## src/rtl/systolic_array_ws.sv

```systemverilog
// Weight-stationary ROWS x COLS systolic array with weight-load sequencer, valid/ready input
// handshake, input skew and output deskew. Each accepted activation vector yields y[c] = sum_r a[r]*W[r][c].
module systolic_array_ws #(
  parameter int ROWS = 4,
  parameter int COLS = 4,
  parameter int DW   = 8,
  parameter int AW   = 24
) (
  input  logic                 CLK,
  input  logic                 RESET,
  input  logic                 w_valid,
  output logic                 w_ready,
  input  logic [COLS*DW-1:0]   w_data,
  input  logic                 a_valid,
  output logic                 a_ready,
  input  logic [ROWS*DW-1:0]   a_data,
  input  logic                 a_last,
  output logic                 o_valid,
  output logic [COLS*AW-1:0]   o_data,
  output logic                 o_last,
  output logic                 busy
);

  localparam int L   = ROWS + COLS - 1;
  localparam int PW  = 2 * DW;
  localparam int WCW = $clog2(ROWS + 1);
  localparam int DCW = $clog2(L + 1);

  localparam logic [1:0] S_IDLE    = 2'd0;
  localparam logic [1:0] S_LOAD    = 2'd1;
  localparam logic [1:0] S_COMPUTE = 2'd2;
  localparam logic [1:0] S_DRAIN   = 2'd3;

  logic [1:0]     state_q, state_d;
  logic [WCW-1:0] wcnt_q, wcnt_d;
  logic [DCW-1:0] dcnt_q, dcnt_d;
  logic           w_acc, a_acc;

  // Readies are held low while RESET is asserted so nothing is accepted during reset.
  assign w_ready = !RESET && (state_q == S_IDLE || state_q == S_LOAD);
  assign a_ready = !RESET && (state_q == S_COMPUTE);
  assign busy    = (state_q != S_IDLE);
  assign w_acc   = w_valid && w_ready;
  assign a_acc   = a_valid && a_ready;

  always_comb begin
    // NOTE: defaults first so every path assigns every next-state signal; no latches.
    state_d = state_q;
    wcnt_d  = wcnt_q;
    dcnt_d  = dcnt_q;
    case (state_q)
      S_IDLE, S_LOAD: begin
        if (w_acc) begin
          if (wcnt_q == WCW'(ROWS - 1)) begin
            state_d = S_COMPUTE;
            wcnt_d  = '0;
          end else begin
            state_d = S_LOAD;
            wcnt_d  = wcnt_q + 1'b1;
          end
        end
      end
      S_COMPUTE: begin
        if (a_acc && a_last) begin
          state_d = S_DRAIN;
          dcnt_d  = '0;
        end
      end
      default: begin
        if (dcnt_q == DCW'(L - 1)) state_d = S_IDLE;
        else                       dcnt_d  = dcnt_q + 1'b1;
      end
    endcase
  end

  always_ff @(posedge CLK) begin
    // NOTE: non-blocking for all clocked state so evaluation order between blocks never matters.
    if (RESET) begin
      state_q <= S_IDLE;
      wcnt_q  <= '0;
      dcnt_q  <= '0;
    end else begin
      state_q <= state_d;
      wcnt_q  <= wcnt_d;
      dcnt_q  <= dcnt_d;
    end
  end

  // Weight columns shift down one row per accepted beat; row 0 takes the new beat.
  logic signed [DW-1:0] w_q [ROWS][COLS];

  always_ff @(posedge CLK) begin
    // NOTE: weights are plain flops, not a RAM macro, so clearing them on reset is legal and cheap.
    if (RESET) begin
      for (int r = 0; r < ROWS; r++)
        for (int c = 0; c < COLS; c++) w_q[r][c] <= '0;
    end else if (w_acc) begin
      for (int c = 0; c < COLS; c++) w_q[0][c] <= w_data[c*DW +: DW];
      for (int r = 1; r < ROWS; r++)
        for (int c = 0; c < COLS; c++) w_q[r][c] <= w_q[r-1][c];
    end
  end

  // Input skew: row r sees its element r cycles after acceptance.
  logic signed [DW-1:0] row_a [ROWS];

  for (genvar r = 0; r < ROWS; r++) begin : g_skew
    if (r == 0) begin : g_direct
      assign row_a[r] = a_data[0 +: DW];
    end else begin : g_regs
      logic signed [DW-1:0] sk_q [r];
      always_ff @(posedge CLK) begin
        if (RESET) begin
          for (int j = 0; j < r; j++) sk_q[j] <= '0;
        end else begin
          sk_q[0] <= a_data[r*DW +: DW];
          for (int j = 1; j < r; j++) sk_q[j] <= sk_q[j-1];
        end
      end
      assign row_a[r] = sk_q[r-1];
    end
  end

  logic signed [DW-1:0] act_w [ROWS][COLS];
  logic signed [AW-1:0] ps_w  [ROWS][COLS];

  for (genvar r = 0; r < ROWS; r++) begin : g_row
    for (genvar c = 0; c < COLS; c++) begin : g_pe
      logic signed [DW-1:0] a_in, act_q;
      logic signed [AW-1:0] p_in, ps_q;
      logic signed [PW-1:0] prod;

      if (c == 0) begin : g_a_edge
        assign a_in = row_a[r];
      end else begin : g_a_link
        assign a_in = act_w[r][c-1];
      end
      if (r == 0) begin : g_p_edge
        assign p_in = '0;
      end else begin : g_p_link
        assign p_in = ps_w[r-1][c];
      end

      assign prod = PW'(a_in) * PW'(w_q[r][c]);

      always_ff @(posedge CLK) begin
        if (RESET) begin
          act_q <= '0;
          ps_q  <= '0;
        end else begin
          act_q <= a_in;
          ps_q  <= p_in + AW'(prod);
        end
      end

      assign act_w[r][c] = act_q;
      assign ps_w[r][c]  = ps_q;
    end
  end

  // Output deskew: column c waits COLS-1-c cycles so all columns of one beat line up.
  logic signed [AW-1:0] col_y [COLS];

  for (genvar c = 0; c < COLS; c++) begin : g_dsk
    if (c == COLS - 1) begin : g_direct
      assign col_y[c] = ps_w[ROWS-1][c];
    end else begin : g_regs
      localparam int N = COLS - 1 - c;
      logic signed [AW-1:0] dk_q [N];
      always_ff @(posedge CLK) begin
        if (RESET) begin
          for (int j = 0; j < N; j++) dk_q[j] <= '0;
        end else begin
          dk_q[0] <= ps_w[ROWS-1][c];
          for (int j = 1; j < N; j++) dk_q[j] <= dk_q[j-1];
        end
      end
      assign col_y[c] = dk_q[N-1];
    end
  end

  logic [L-1:0]       vld_q, lst_q;
  logic               o_valid_q, o_last_q;
  logic [COLS*AW-1:0] o_data_q;

  always_ff @(posedge CLK) begin
    if (RESET) begin
      vld_q     <= '0;
      lst_q     <= '0;
      o_valid_q <= 1'b0;
      o_last_q  <= 1'b0;
      o_data_q  <= '0;
    end else begin
      vld_q     <= (vld_q << 1) | L'(a_acc);
      lst_q     <= (lst_q << 1) | L'(a_acc && a_last);
      o_valid_q <= vld_q[L-1];
      o_last_q  <= vld_q[L-1] && lst_q[L-1];
      if (vld_q[L-1]) begin
        for (int c = 0; c < COLS; c++) o_data_q[c*AW +: AW] <= col_y[c];
      end
    end
  end

  assign o_valid = o_valid_q;
  assign o_last  = o_last_q;
  assign o_data  = o_data_q;

endmodule
```

## config.mk

```make
export PLATFORM = sky130hd
export DESIGN_NAME = systolic_array_ws
export DESIGN_NICKNAME = d
export VERILOG_FILES = /design/src/rtl/systolic_array_ws.sv
export SDC_FILE = /design/constraint.sdc
export NUM_CORES = 2
export LEC_CHECK = 0
export ABC_CLOCK_PERIOD_IN_PS = 7870
export CAP_MARGIN = 40
export CORE_ASPECT_RATIO = 0.7
export CORE_MARGIN = 3
export CORE_UTILIZATION = 45
export DETAILED_ROUTE_END_ITERATION = 8
export PLACE_DENSITY = 0.68
export SYNTH_ARGS = -nofsm -noshare
export SYNTH_HDL_FRONTEND = slang
export SYNTH_SLANG_ARGS = --single-unit
```

## constraint.sdc

```tcl
create_clock -name CLK -period 7.87 [get_ports CLK]
set_clock_uncertainty 0.15 [all_clocks]
set_input_delay 0.787 -clock CLK [delete_from_list [all_inputs] [get_ports CLK]]
set_output_delay 0.787 -clock CLK [all_outputs]
set_load 0.05 [all_outputs]
```

==> flow_metrics.tcl <==
set metrics [dict create \
    p_per_area_mw_per_mm2 217.7 \
    synthAdderAreaFrac 0.4440 \
    netlist_area_mm2 0.07666 \
    setup_tns_ns 0 \
    syn_area_per_cell_um2 10.34 \
    min_period_ns 5.983 \
    clk_path_buf_depth 3 \
    drt_first_pass_iters 7 \
    die_x_um 499.3 \
    rrSetupSlack_ns 1.89 \
    hold_class "reg2reg" \
    cp_common_cell "fa_1" \
    cts_tree "done" \
    grt_max_degree 211 \
    ys_seq_elements 860 \
    cts_hold_buffers 0 \
    synthCells 7413 \
    path_class "reg2reg" \
    dpl_cell_area_mm2 0.08093 \
    yosys.area_share.simple 0.1498 \
    ys.flop_type "dfxtp_1" \
    routed_wl_um 160200 \
    power_mw 18.35 \
    relSlewSlack 0.3792 \
    layout_commonest_cell "inv_1" \
    worst_slew_pin_slew_ns 0.9312 \
    wl_per_cell_um 16.23 \
    synth_top_area_share 0.3332 \
    hold_violations 0 \
    leakagePower_nw 41.24 \
    cts_setup_buffers 0 \
    worstPathArrival_ns 6.46 \
    max_freq_mhz 167.1 \
    cts.sinks 860 \
    dp_hpwl_um 129500 \
    layoutNonFillerInstCount 9872 \
    worst_ep_required_time_ns 8.35 \
    synth_largest_area_cell "fa_1" \
    place_congestion 0.8746 \
    ir_drop_mv 0.1921 \
    drtIter0Drc 2600 \
    yosys.cell_types.count 70 \
    cp-start-kind "register" \
    ys_seq_area_frac 0.2413 \
    setup_viol 0 \
    drc 0 \
    timing.final.crit_share 0.7602 \
    synth_warnings 0 \
    yosys.area_share.xor_xnor 0.02982 \
    routed_via_density 4.955 \
    core_mm2 0.1688 \
    grt_pass1_wl_um 276800 \
    grt_pass1_vias 54284 \
    hold_ws_ns 0.2788 \
    clock_latency_ns 0.71 \
    rsz0062_at_grt "false" \
    path_max_fanout 10 \
    antenna_found_initial 6 \
    synth_nets 9437 \
    synthTopCellsByArea "fa_1, dfxtp_1, ha_1, inv_1, edfxtp_1" \
    clock-root-buffer "clkbuf_16" \
    finalNetCount 9571 \
    dieHeight_um 351.3 \
    crit_chain "and2_1, inv_1, fa_1, inv_1, fa_1, fa_1, fa_1, fa_1, ha_1, o21a_1, o31a_1, a221oi_4, a211oi_1, o31a_1, or3_1, a21oi_1" \
    initial_core_util 0.4540 \
    muxShareOfSynthArea 0.01469 \
    antenna_left 0 \
    htreeDepth 3 \
    synthToLayoutAreaGrowth_pct 9.915 \
    cts_buffers 95 \
    cp_slowest_cell "and2_1" \
    final_cell_mix "inv_1, fa_1, dfxtp_1, ha_1, and2_1" \
    maxCapViolCount 0 \
    io_pins 170 \
    synth_top_family_by_area "adder cells" \
    slew_viol_final 0 \
    final_area_mm2 0.08426 \
    status "complete, no violations" \
    portBuffers 169 \
    synth_compound_area_frac 0.04648 \
    cts_resized 0 \
    num_rows 126 \
    drive_gt1_frac 0.03016 \
    vias 48917 \
    slowest_delay_ns 0.63 \
    grt_overflow 0 \
    end_kind "register" \
    synth-edff-count 128 \
    dp_cells 9690 \
    die_area_mm2 0.1754 \
    grt_use_total 0.1924 \
    clkTransAtPathRegs_ns 0.07 \
    synthArstFlopShare 0 \
]
[cell usage after synthesis (102+ instances only)]
master and n:
a21oi_1 153, and2_1 557, and3_1 135, clkbuf_1 149, dfxtp_1 732, edfxtp_1 128, fa_1 1276, ha_1 679
inv_1 1350, nand2_1 413, nor2_1 413, nor2b_1 463, o21ai_0 102, xnor2_1 174
[final timing paths]
| kind | from | endpoint | cells after the start |
|---|---|---|---|
| setup reg to reg | w_q[2][8]$_SDFFCE_PN0P_ | g_row[2].g_pe[2].ps_q[20]$_SDFF_PP0_ | 16 |
| hold reg to reg | g_dsk[0].g_regs.dk_q[0][19]$_SDFF_PP0_ | g_dsk[0].g_regs.dk_q[1][19]$_SDFF_PP0_ | 1 |
| hold / removal | g_dsk[0].g_regs.dk_q[0][19]$_SDFF_PP0_ | g_dsk[0].g_regs.dk_q[1][19]$_SDFF_PP0_ | 1 |
| setup / recovery | w_q[2][8]$_SDFFCE_PN0P_ | g_row[2].g_pe[2].ps_q[20]$_SDFF_PP0_ | 16 |
[power by group]
part | leakage (nW) | switching (mW) | internal, mW
sequential | 7.34 | 0.471 | 5.15
clock | 1.62 | 1.94 | 2.73
combinational | 32.3 | 4.43 | 3.62
[cell families (layout without fill, tap and decap cells)]
group / count (synthesis) / after routing
AO/OA/AOI/OAI: 541 / 541
XOR/XNOR: 261 / 261
adder cells (fa/ha/maj): 1955 / 1955
buffers and inverters: 1509 / 1723
flip-flops: 860 / 860
multiplexers: 111 / 111
other: 0 / 5
AND/OR/NAND/NOR: 2176 / 2176
[worst max-delay path, delay by kind of cell, from the launching register on]
kind	cells	cell delay, ns
buffers and inverters	2	0.20
DFF	1	0.54
adders and majority gates	6	2.76
AOI/OAI and AO/OA	6	1.31
and+or+nand+nor	2	0.93
[through the flow]
| step | worst slack [ns] | utilization |
|---|---|---|
| after floorplan | 2.030 | - |
| after global placement | 1.753 | 0.4781 |
| after detailed placement | 1.904 | 0.4793 |
| after CTS | 1.895 | 0.4990 |
| after global routing | 1.518 | 0.4990 |
| final | 1.887 | 0.4991 |
[state kept, by name, indices dropped and copies added, names as in the netlist, 3 cells and up]
signal,count
g_row.g_pe.ps_q,324
lst_q,7
g_row.g_pe.act_q,96
vld_q,7
g_skew.g_regs.sk_q,48
w_q,128
dcnt_q,3
g_dsk.g_regs.dk_q,144
wcnt_q,3
o_data,96
[per-layer routing]
metal | GRT usage | wire [µm] | part of all wire
met1 | 0.2657 | 74910 | 0.47
met2 | 0.3252 | 75580 | 0.47
met3 | 0.02631 | 6639 | 0.041
met4 | 0.03934 | 3078 | 0.019
met5 | 0 | 0 | 0
[final cells by class]
| class | instances | area, µm² |
|---|---|---|
| fillers | 15170 | 84580 |
| multi-input cells | 5044 | 52510 |
| flip-flops and latches | 860 | 18500 |
| inverters | 1350 | 5067 |
| clock buffers | 127 | 2806 |
| well taps | 2240 | 2803 |
| repair buffers | 196 | 2044 |
| clock inverters | 50 | 518.0 |
| diodes | 5 | 12.51 |
No activity file was read; power rests on OpenSTA's default activity.
